==> config.mk <==
export PLATFORM = sky130hd
export DESIGN_NAME = pipe_stage_reg
export DESIGN_NICKNAME = d
export VERILOG_FILES = /design/src/rtl/pipe_stage_reg.sv
export SDC_FILE = /design/constraint.sdc
export NUM_CORES = 1
export LEC_CHECK = 0
export CAP_MARGIN = 20
export CORE_MARGIN = 3
export CORE_UTILIZATION = 60
export CTS_BUF_LIST = sky130_fd_sc_hd__clkbuf_4 sky130_fd_sc_hd__clkbuf_8 sky130_fd_sc_hd__clkbuf_16
export CTS_CLUSTER_DIAMETER = 60
export DETAILED_ROUTE_END_ITERATION = 12
export DONT_BUFFER_PORTS = 1
export GPL_ROUTABILITY_DRIVEN = 0
export PLACE_DENSITY_LB_ADDON = 0.1
export SYNTH_ARGS = -nofsm -noshare
export SYNTH_HDL_FRONTEND = slang
export SYNTH_SLANG_ARGS = --single-unit
==> constraint.sdc <==
create_clock -name clk_i -period 2.28 [get_ports clk_i]
set_input_delay 0.57 -clock clk_i [delete_from_list [all_inputs] [get_ports clk_i]]
set_output_delay 0.57 -clock clk_i [all_outputs]
set_load 0.05 [all_outputs]
==> src/rtl/pipe_stage_reg.sv <==
// pipe_stage_reg
//
// Pipeline stage register placed between two stages of the RISC-V core.
// Carries a control field and a payload behind a valid/ready handshake.
// With SKID=1 a second (skid) entry is added so that ready_o comes straight
// from a flop and no combinational path runs from ready_i to ready_o.
// With SKID=0 the stage is a single register and ready_o is combinational.
// A synchronous flush turns the stage into a bubble, and a saturating stall
// counter reports how many cycles a held beat waited on downstream.
//
// Handshake: a beat moves on a rising edge when its valid and ready are both
// high in that cycle. Upstream: accept = valid_i & ready_o. Downstream:
// emit = valid_o & ready_i. A producer holding valid may not retract it
// until the beat is taken, except that flush discards whatever is offered.
//
// Parameters
//   CTRL_W  control field width (masked to zero while the stage is empty)
//   DATA_W  payload width
//   SKID    1: skid entry and registered ready_o, 0: single register
//   CNT_W   stall counter width
//
// Ports
//   clk_i        clock, rising edge
//   rst_i        asynchronous reset, active low
//   valid_i      upstream offers a beat
//   ready_o      stage can take a beat this cycle
//   ctrl_i       upstream control field
//   data_i       upstream payload
//   valid_o      stage holds a beat for downstream
//   ready_i      downstream takes the beat
//   ctrl_o       control field, zero when valid_o is low
//   data_o       payload, keeps its last value when valid_o is low
//   flush_i      synchronous kill of every held beat
//   clr_cnt_i    synchronous clear of the stall counter
//   occ_o        number of held beats (0..2)
//   stall_cnt_o  saturating count of cycles with valid_o & ~ready_i
module pipe_stage_reg #(
  parameter int CTRL_W = 2,
  parameter int DATA_W = 69,
  parameter int SKID   = 1,
  parameter int CNT_W  = 16
) (
  input  logic              clk_i,
  input  logic              rst_i,
  input  logic              valid_i,
  output logic              ready_o,
  input  logic [CTRL_W-1:0] ctrl_i,
  input  logic [DATA_W-1:0] data_i,
  output logic              valid_o,
  input  logic              ready_i,
  output logic [CTRL_W-1:0] ctrl_o,
  output logic [DATA_W-1:0] data_o,
  input  logic              flush_i,
  input  logic              clr_cnt_i,
  output logic [1:0]        occ_o,
  output logic [CNT_W-1:0]  stall_cnt_o
);

  // Main entry: drives the outputs directly.
  logic              m_valid;
  logic [CTRL_W-1:0] m_ctrl;
  logic [DATA_W-1:0] m_data;

  // Skid entry: only real when SKID=1, tied off otherwise.
  logic              s_valid;
  logic [CTRL_W-1:0] s_ctrl;
  logic [DATA_W-1:0] s_data;

  logic accept;
  logic emit;

  assign emit   = m_valid & ready_i;
  assign accept = valid_i & ready_o;

  generate
    if (SKID != 0) begin : g_skid
      // ready_o is a pure flop output: the stage can always absorb one more
      // beat while the skid entry is free.
      assign ready_o = ~s_valid;

      always_ff @(posedge clk_i or negedge rst_i) begin
        if (!rst_i) begin
          m_valid <= 1'b0;
          m_ctrl  <= '0;
          m_data  <= '0;
          s_valid <= 1'b0;
          s_ctrl  <= '0;
          s_data  <= '0;
        end else if (flush_i) begin
          // Flush wins over everything; a beat offered now is dropped.
          m_valid <= 1'b0;
          m_ctrl  <= '0;
          s_valid <= 1'b0;
        end else if (!m_valid || emit) begin
          if (s_valid) begin
            // Oldest beat is in S: it moves up first to keep order.
            m_valid <= 1'b1;
            m_ctrl  <= s_ctrl;
            m_data  <= s_data;
            if (accept) begin
              s_ctrl <= ctrl_i;
              s_data <= data_i;
            end else begin
              s_valid <= 1'b0;
            end
          end else if (accept) begin
            m_valid <= 1'b1;
            m_ctrl  <= ctrl_i;
            m_data  <= data_i;
          end else begin
            m_valid <= 1'b0;
          end
        end else if (accept) begin
          // M is stuck downstream; the in-flight beat parks in S.
          s_valid <= 1'b1;
          s_ctrl  <= ctrl_i;
          s_data  <= data_i;
        end
      end
    end else begin : g_noskid
      // A full stage can still accept when its beat leaves this same cycle.
      assign ready_o = ~m_valid | ready_i;
      assign s_valid = 1'b0;
      assign s_ctrl  = '0;
      assign s_data  = '0;

      always_ff @(posedge clk_i or negedge rst_i) begin
        if (!rst_i) begin
          m_valid <= 1'b0;
          m_ctrl  <= '0;
          m_data  <= '0;
        end else if (flush_i) begin
          m_valid <= 1'b0;
          m_ctrl  <= '0;
        end else if (accept) begin
          m_valid <= 1'b1;
          m_ctrl  <= ctrl_i;
          m_data  <= data_i;
        end else if (emit) begin
          m_valid <= 1'b0;
        end
      end
    end
  endgenerate

  // Outputs. Only ctrl is masked: a bubble must never look like a live
  // control word, while the payload is don't-care and left unmasked.
  assign valid_o = m_valid;
  assign ctrl_o  = m_ctrl & {CTRL_W{m_valid}};
  assign data_o  = m_data;
  assign occ_o   = {1'b0, m_valid} + {1'b0, s_valid};

  // Stall counter: clear has priority, saturates instead of wrapping,
  // and is deliberately left alone by flush.
  logic [CNT_W-1:0] stall_cnt;

  always_ff @(posedge clk_i or negedge rst_i) begin
    if (!rst_i) begin
      stall_cnt <= '0;
    end else if (clr_cnt_i) begin
      stall_cnt <= '0;
    end else if (m_valid && !ready_i && (stall_cnt != {CNT_W{1'b1}})) begin
      stall_cnt <= stall_cnt + {{(CNT_W-1){1'b0}}, 1'b1};
    end
  end

  assign stall_cnt_o = stall_cnt;

endmodule

### Yosys cells after proc, flatten, opt, wreduce, memory -nomap -nowiden

Index checks and enable logic that the tools add are counted.

| storage, ports and cells | value |
|---|---|
| flip-flop bits (word level) | 160 |
| input port bits | 77 |
| output and inout bits | 91 |
| logic and storage cells | 51 |

| cells by class | value |
|---|---|
| add/sub/neg operators | 2 |
| eq/ne operators | 2 |
| mux-type cells | 22 |
| bitwise operators | 5 |
| reductions and logical operators | 13 |

Operators with widths:

| operator | number |
|---|---|
| two-way mux 69 bit | 5 |
| two-way mux 16 bit | 2 |
| adder 16 x 1 -> 16 bit (second input constant) | 1 |
| != test 16 bit (second input constant) | 1 |
| two-way mux 2 bit | 7 |
| two-way mux 1 bit | 8 |
| nonzero test 2 bit | 3 |
| nonzero test 3 bit | 2 |
| AND reduction 2 bit | 2 |
| AND reduction 3 bit | 1 |
| adder 1 x 1 -> 2 bit | 1 |
| AND 1 bit | 2 |
| AND 2 bit | 1 |
| logical AND 1 bit | 2 |
| logical NOT 1 bit | 2 |
| != test 2 bit (second input constant) | 1 |
| inverter 1 bit | 2 |
| logical OR 1 bit | 1 |

### Depth between registers and ports, before layout

Gate-level depths: netlist of the first run.

| logic depth | value |
|---|---|
| depth in word-level cells | 6 |
| depth in mapped cells | 8 |
| mapped depth without buffers | 5 |

### Worst setup path after synthesis of the first run

Ideal clock, no wire load.

| timing | value |
|---|---|
| path type | flip-flop to flip-flop |
| from | reg stall_cnt[0], in the netlist stall_cnt_o[0] |
| to | reg stall_cnt[5], in the netlist stall_cnt_o[5] |
| setup time | 78 ps |
| arrival time | 1,938 ps |
| required time | 2,202 ps |
| setup slack | 264 ps |
| stages on the path, launching flop included | 7 |
| buffers on the path | 1 |
| period minus slack after synthesis | 2,016 ps |
| path through | dfrtp_1 ha_1 and3_1 and4_2 clkbuf_1 or3_1 a21oi_1 |

| between the ends | value |
|---|---|
| longest elaborated chain between the ends | 3 |
| elaborated cells on any way between the ends | 6 |
| those cells by class | 1 x add/sub; 1 x eq/ne; 2 x mux; 2 x reduce/logical |

RTL lines:

| element | line | text |
|---|---|---|
| start: declaration | 155 | `logic [CNT_W-1:0] stall_cnt;` |
| start signal: assignment | 163 | `stall_cnt <= stall_cnt + {{(CNT_W-1){1'b0}}, 1'b1};` |
| adder 16 x 1 -> 16 bit or != test 16 bit (tied branches) | 163, 162 |  |
| two-way mux 16 bit or logical AND 1 bit (tied branches) | 162 | `end else if (m_valid && !ready_i && (stall_cnt != {CNT_W{1'b1}})) begin` |
| two-way mux 16 bit or nonzero test 2 bit (tied branches) | n/a |  |

Several ways; a longest one is shown, not always the timed one. The select of a mux whose other input is x is not followed.
A chain may end at the register's enable or synchronous reset.

### Final worst setup path of the first run

| timing | value |
|---|---|
| from | reg s_valid |
| to | out occ_o[0] |

| between the ends | value |
|---|---|
| longest elaborated chain between the ends | 1 |

RTL lines:

| element | line | text |
|---|---|---|
| start: declaration | 65 | `logic s_valid;` |
| start signal: assignment | 86 | `s_valid <= 1'b0;` |
| start signal: assignment | 93 | `s_valid <= 1'b0;` |
| start signal: assignment | 104 | `s_valid <= 1'b0;` |
| adder 1 x 1 -> 2 bit | 151 | `assign occ_o = {1'b0, m_valid} + {1'b0, s_valid};` |
| end: declaration | 55 | `output logic [1:0] occ_o,` |

No other way between the ends.

==> results of run 1 <==
synth_stat cells (4+ instances only):
cell      instances
dfrtp_1         160
nand2_1          74
mux2i_1          72
o21ai_0          69
mux2_2           68
buf_2            15
clkbuf_1         13
a21oi_1          12
nor2_1            8
o21ai_1           7
or3_1             7
buf_6             6
nand3_1           6
mux2_1            5
nand4_1           4
nor3_1            4
metal layers:
metal  vias to the layer above  share of wire, %  GRT usage, %
li1                       2051                 -             -
met1                      2111                38          27.0
met2                       161                50          38.0
met3                        14                11          10.5
met4                         0               1.5          7.37
met5                         -                 0             0
report_power, final:
part,leakage [nW],internal [mW],switching [mW]
combinational,1.08,0.382,0.276
sequential,2.00,3.35,1.01
clock,0.281,1.65,1.03
total,3.36,5.38,2.32
cell families after synthesis:
group,after synthesis
flip-flops,160
multiplexers,145
AND/OR/NAND/NOR,132
AO/OA/AOI/OAI,96
buffers and inverters,39
adder cells (fa/ha/maj),2
metrics by stage:
| stage | cells | util [%] | area [sq um] | power (mW) |
|---|---|---|---|---|
| finish | 737 | 70.0 | 7760 | 7.70 |
| global route | 737 | 70.0 | 7760 | 8.06 |
| CTS | 737 | 70.0 | 7760 | 7.77 |
| detailed placement | 706 | 64.9 | 7190 | 5.09 |
| global placement | 706 | 64.9 | 7190 | 5.01 |
| floorplan | 574 | - | 6950 | 4.88 |
cell type report:
type                    count  area (sq um)
clock inverters             5          55.1
flip-flops and latches    160          4010
multi-input cells         375          2740
clock buffers              26           512
fillers                   802          3320
repair buffers             30           263
inverters                   1          3.75
well taps                 140           175
registers in the layout, indices dropped and copies added (netlist names):
register	cells
m_ctrl	2
s_valid	1
s_data	69
s_ctrl	2
data_o	69
valid_o	1
stall_cnt_o	16
how the worst max path moves through the flow:
stage | to | slack, ns | start | cells after the start
floorplan | stall_cnt_o[5] | 0.26 | stall_cnt_o[0] | 6
global route | occ_o[0] | 0.11 | s_valid | 2
CTS | occ_o[0] | 0.14 | s_valid | 2
global placement | m_ctrl[1] | 0.48 | s_valid | 3
finish | occ_o[0] | 0.17 | s_valid | 2
detailed placement | data_o[34] | 0.39 | s_valid | 5
worst max-delay path, delay by kind of cell (launching register included):
family / cells / cell delay [ns]
flip-flops: 1 / 0.60
adder cells (fa/ha/maj): 1 / 0.34
buffers and inverters: 1 / 0.19
==> results.toml, run 1 <==
[grt]
grt_antenna_before_repair = 0
grt_max_degree = 161
grt_overflow = 0
grt_pass1_vias = 4639
grt_first_pass_wirelength_microns = 23300
grt_usage_pct = 23.0

[cells_and_area]
final_cell_mix = "159 x dfrtp_1, 74 x nand2_1, 72 x mux2i_1"
final_common_cell = "dfrtp_1"
drive_gt1_share_pct = 23.6
fin_nets = 664
areaGrowthSynthToFinish_pct = 11.7
antenna_cells = 0

[routing]
drt-initial-drc-count = 325
vias = 4337
vias_per_cell = 5.88
drt_wl_total_microns = 14000
drtPass1Iterations = 4
drtAntennaViolNets = 0
wl_per_cell_microns = 19.0
drcViolationCount = 0

[sta]
drv_slew = 0
holdWs_ns = -0.147
fin_crit_sh_pct = 92.5
max_freq_mhz = 474
clock_skew_ns = 0.00507
setup_ws_ns = 0.171
worstMarginPinSlew_ns = 0.772
hold_viol = 160
min_period_ns = 2.11
fin_setup_tns_ns = 0
rsz0062_at_grt = "false"
relSlewSlack_pct = 48.6
final-setup-viol-count = 0

[placed_design]
dp_hpwl_microns = 9600
place_ws_ns = 0.394
io_buffer_count = 0

[clock_network]
cts_resized = 0
postCtsSetupBuffers = 0
clkTransAtPathRegs_ns = 0.06
h-tree-depth = 4
cts_buffer_depth = 2
numCtsBuffers = 17
clkLatencyLatePin_ns = 0.41
cts_tree = "done"
cts_root_buf = "clkbuf_16"
cts_sinks = 160

[yosys]
synth_top_area_share_pct = 57.6
synthSimpleGateAreaFrac_pct = 9.33
synth_cell_types = 39
synth_nets = 653
yosysTopAreaCell = "dfrtp_1"
ys.flop_type = "dfrtp_1"
synthArstFlopShare_pct = 100
synth_area_sq_um = 6950
synthCells = 574
synth_compound_area_share_pct = 7.29
ys_seq_elements = 160
synth_top_family_by_area = "multiplexers"
ys_top_cells_by_area = "dfrtp_1 58%, mux2_2 11%, mux2i_1 10%, o21ai_0 5.0%, nand2_1 4.0%"
synth_xor_area_share_pct = 0
synth_mux_area_share_pct = 22.2
synth_edf_count = 0
synth_fa_ha_area_share_pct = 0.360
syn_area_per_cell_sq_um = 12.1
synth_warnings = 0
ys_seq_area_share_pct = 57.6

[die]
start_util_pct = 62.7
core_area_sq_um = 11100
rows = 38
die_w_microns = 114
die_h_microns = 114
dieArea_sq_um = 12900
ios = 168

[critical_path]
max_stage_delay_ns = 0.60
criticalPathCategory = "reg2out"
r2r-start = "s_valid"
cp-start-kind = "register"
rrSetupSlack_ns = 0.39
r2r_end = "data_o[34]"
r2r_cells = 5
worstPathArrival_ns = 1.54
slowest_stage = "dfrtp_4"
critPathCaptureType = "output port"
crit_required_ns = 1.71
crit_chain = "ha_1 > buf_4"
cp_max_fo = 17

[pwr]
leakagePower_nw = 3.36
p_per_area_nw_per_um2 = 993
peakVddDrop_mv = 0.932

[min_path]
hold_path.class = "in2async"

[run_status]
status = "complete, but fails checks"
violations = "negative hold slack"

[flow_run]
drv_cap = 0
Note: power is estimated with default switching activity, not from simulation.
==> inputs of run 2 (changes only) <==
--- a/config.mk
+++ b/config.mk
@@ -6,6 +6,7 @@
 export NUM_CORES = 1
 export LEC_CHECK = 0
 export CAP_MARGIN = 20
+export CORE_ASPECT_RATIO = 0.75
 export CORE_MARGIN = 3
 export CORE_UTILIZATION = 60
 export CTS_BUF_LIST = sky130_fd_sc_hd__clkbuf_4 sky130_fd_sc_hd__clkbuf_8 sky130_fd_sc_hd__clkbuf_16
@@ -13,6 +14,7 @@
 export DETAILED_ROUTE_END_ITERATION = 12
 export DONT_BUFFER_PORTS = 1
 export GPL_ROUTABILITY_DRIVEN = 0
+export HOLD_SLACK_MARGIN = 0.15
 export PLACE_DENSITY_LB_ADDON = 0.1
 export SYNTH_ARGS = -nofsm -noshare
 export SYNTH_HDL_FRONTEND = slang
==> run 2 against run 1 <==
Critical path depth unchanged. The run still ends with negative hold slack left. Utilization decreased by 0.49 points. Register-to-register slack gained 0.08 ns. Largest cell class unchanged. Critical path type unchanged. Flip-flop and latch count did not move. Via count grew 0.44%. Design area down 0.44%. Count of clock-buffer cells in the layout decreased by 8. Clock power is essentially flat. Combinational power fell by 0.9%. Maximum frequency down 3.2%.
==> results.toml, run 2 (synthesis gave the netlist of run 1 again) <==
[critical_path]
cp-start-kind = "register"
criticalPathCategory = "reg2out"
worst-path-stages = 2
crit_required_ns = 1.71
cp_max_fo = 5
cp.buffers_inverters = 1
slowest_stage = "ha_1"
crit_chain = "buf_4 > ha_1"
rrSetupSlack_ns = 0.47
critPathCaptureType = "output port"
max_stage_delay_ns = 0.60
cp_top_family = "adder cells"
r2r_cells = 4
worstPathArrival_ns = 1.61

[sta]
hold_viol = 160
final-setup-viol-count = 0
worstMarginPinSlew_ns = 1.01
relSlewSlack_pct = 32.5
rsz0062_at_grt = "false"
max_freq_mhz = 459
fin_setup_tns_ns = 0
drv_slew = 0
fin_crit_sh_pct = 95.6
min_period_ns = 2.18
holdWs_ns = -0.154
clock_skew_ns = 0.00806

[clock_network]
clkLatencyLatePin_ns = 0.41
cts_buffer_depth = 2
h-tree-depth = 4
cts_sinks = 160
cts_root_buf = "clkbuf_16"
clkTransAtPathRegs_ns = 0.06
cts_tree = "done"
numCtsBuffers = 17

[grt]
grt_max_degree = 161
grt_overflow = 0
grt_usage_pct = 22.7
grt_antenna_before_repair = 0
grt_first_pass_wirelength_microns = 23100
grt_pass1_vias = 4602

[routing]
wl_met3_microns = 1450
drtAntennaViolNets = 0
vias = 4356
drtPass1Iterations = 4
wl_per_cell_microns = 19.2
vias_per_cell = 5.93
wl_met1_microns = 5770
drt_wl_total_microns = 14100
met2_length_microns = 6630
drt-initial-drc-count = 198
drcViolationCount = 0
routed.top_layer = "met4"

[cells_and_area]
areaGrowthSynthToFinish_pct = 11.2
antenna_cells = 0
final_common_cell = "dfrtp_1"
fin_nets = 661
drive_gt1_share_pct = 23.4
final_cell_mix = "159 x dfrtp_1, 74 x nand2_1, 72 x mux2i_1"
num-fill-cells = 816

[die]
start_util_pct = 62.5
die_w_microns = 130
rows = 33
dieArea_sq_um = 12900
die_h_microns = 99.2
core_area_sq_um = 11100
ios = 168

[flow_run]
drv_cap = 0

[pwr]
peakVddDrop_mv = 0.687
p_per_area_nw_per_um2 = 999
leakagePower_nw = 3.32
total_power_mw = 7.72

[run_status]
violations = "negative hold slack"
status = "complete, but fails checks"

[placed_design]
dp_hpwl_microns = 9580
io_buffer_count = 0

[min_path]
hold_path.class = "in2async"
-- run 2: changes by cell type in the layout (fill, tap and decap cells not counted) --
cell        before  now
clkbuf_8         3    0
buf_12           3    2
clkinvlp_4       2    4
inv_6            0    4
clkbuf_4         6    1
clkinv_4         0    4
clkinv_2         2    1
buf_4           27   25
-- run 2: metal layers --
layer,up-vias,track usage (%)
met4,0,7.99
met1,2151,28.6
met5,-,0
met2,135,35.4
met3,20,9.50
li1,2050,-
-- run 2: worst register-to-register path, stage by stage, from the launching register on --
cell	delay, ns
dfrtp_1	0.36
ha_1	0.31
nand3_1	0.30
nor4_1	0.37
mux2_2	0.37
-- run 2: cell type report --
| cell class | instances | area, sq um | share of cell area, % |
|---|---|---|---|
| Clock buffer | 18 | 433 | 5.61 |
| Clock inverter | 14 | 135 | 1.75 |
| Inverter | 1 | 3.75 | 0.0486 |
| Multi-Input combinational cell | 375 | 2740 | 35.5 |
| Sequential cell | 160 | 4010 | 51.9 |
| Tap cell | 140 | 175 | 2.27 |
| Timing Repair Buffer | 27 | 228 | 2.95 |
-- run 2: where the power goes --
group          switching [mW]  internal, mW
Combinational           0.276         0.376
Sequential               1.02          3.35
Clock                    1.16          1.53
Total                    2.46          5.26
-- run 2: what timing repair did --
action / CTS / global route
buffers inserted: 0 / 0
endpoints found under the hold margin: 160 / 160
resized for setup: 0 / 0
-- run 2: path summary, 6_finish.rpt --
kind	from	end
min in group clk_i	clr_cnt_i	stall_cnt_o[7]
max in group asynchronous	rst_i	s_valid
hold / removal	rst_i	s_data[16]
setup / recovery	valid_o	occ_o[0]
hold reg to reg	s_data[10]	s_data[10]
setup reg to reg	stall_cnt_o[1]	stall_cnt_o[10]
-- run 2: per-stage QoR --
| step | setup slack, ns | std cells | area [sq um] | hold WS, ns | util, % |
|---|---|---|---|---|---|
| final | 0.101 | 735 | 7720 | -0.154 | 69.5 |
| after global routing | 0.0538 | 735 | 7720 | -0.174 | 69.5 |
| after CTS | 0.0711 | 735 | 7720 | -0.168 | 69.5 |
| after detailed placement | 0.450 | 703 | 7150 | 0.278 | 64.4 |
| after global placement | 0.500 | 703 | 7150 | 0.278 | 64.4 |
| after floorplan | 0.264 | 574 | 6950 | 0.274 | - |
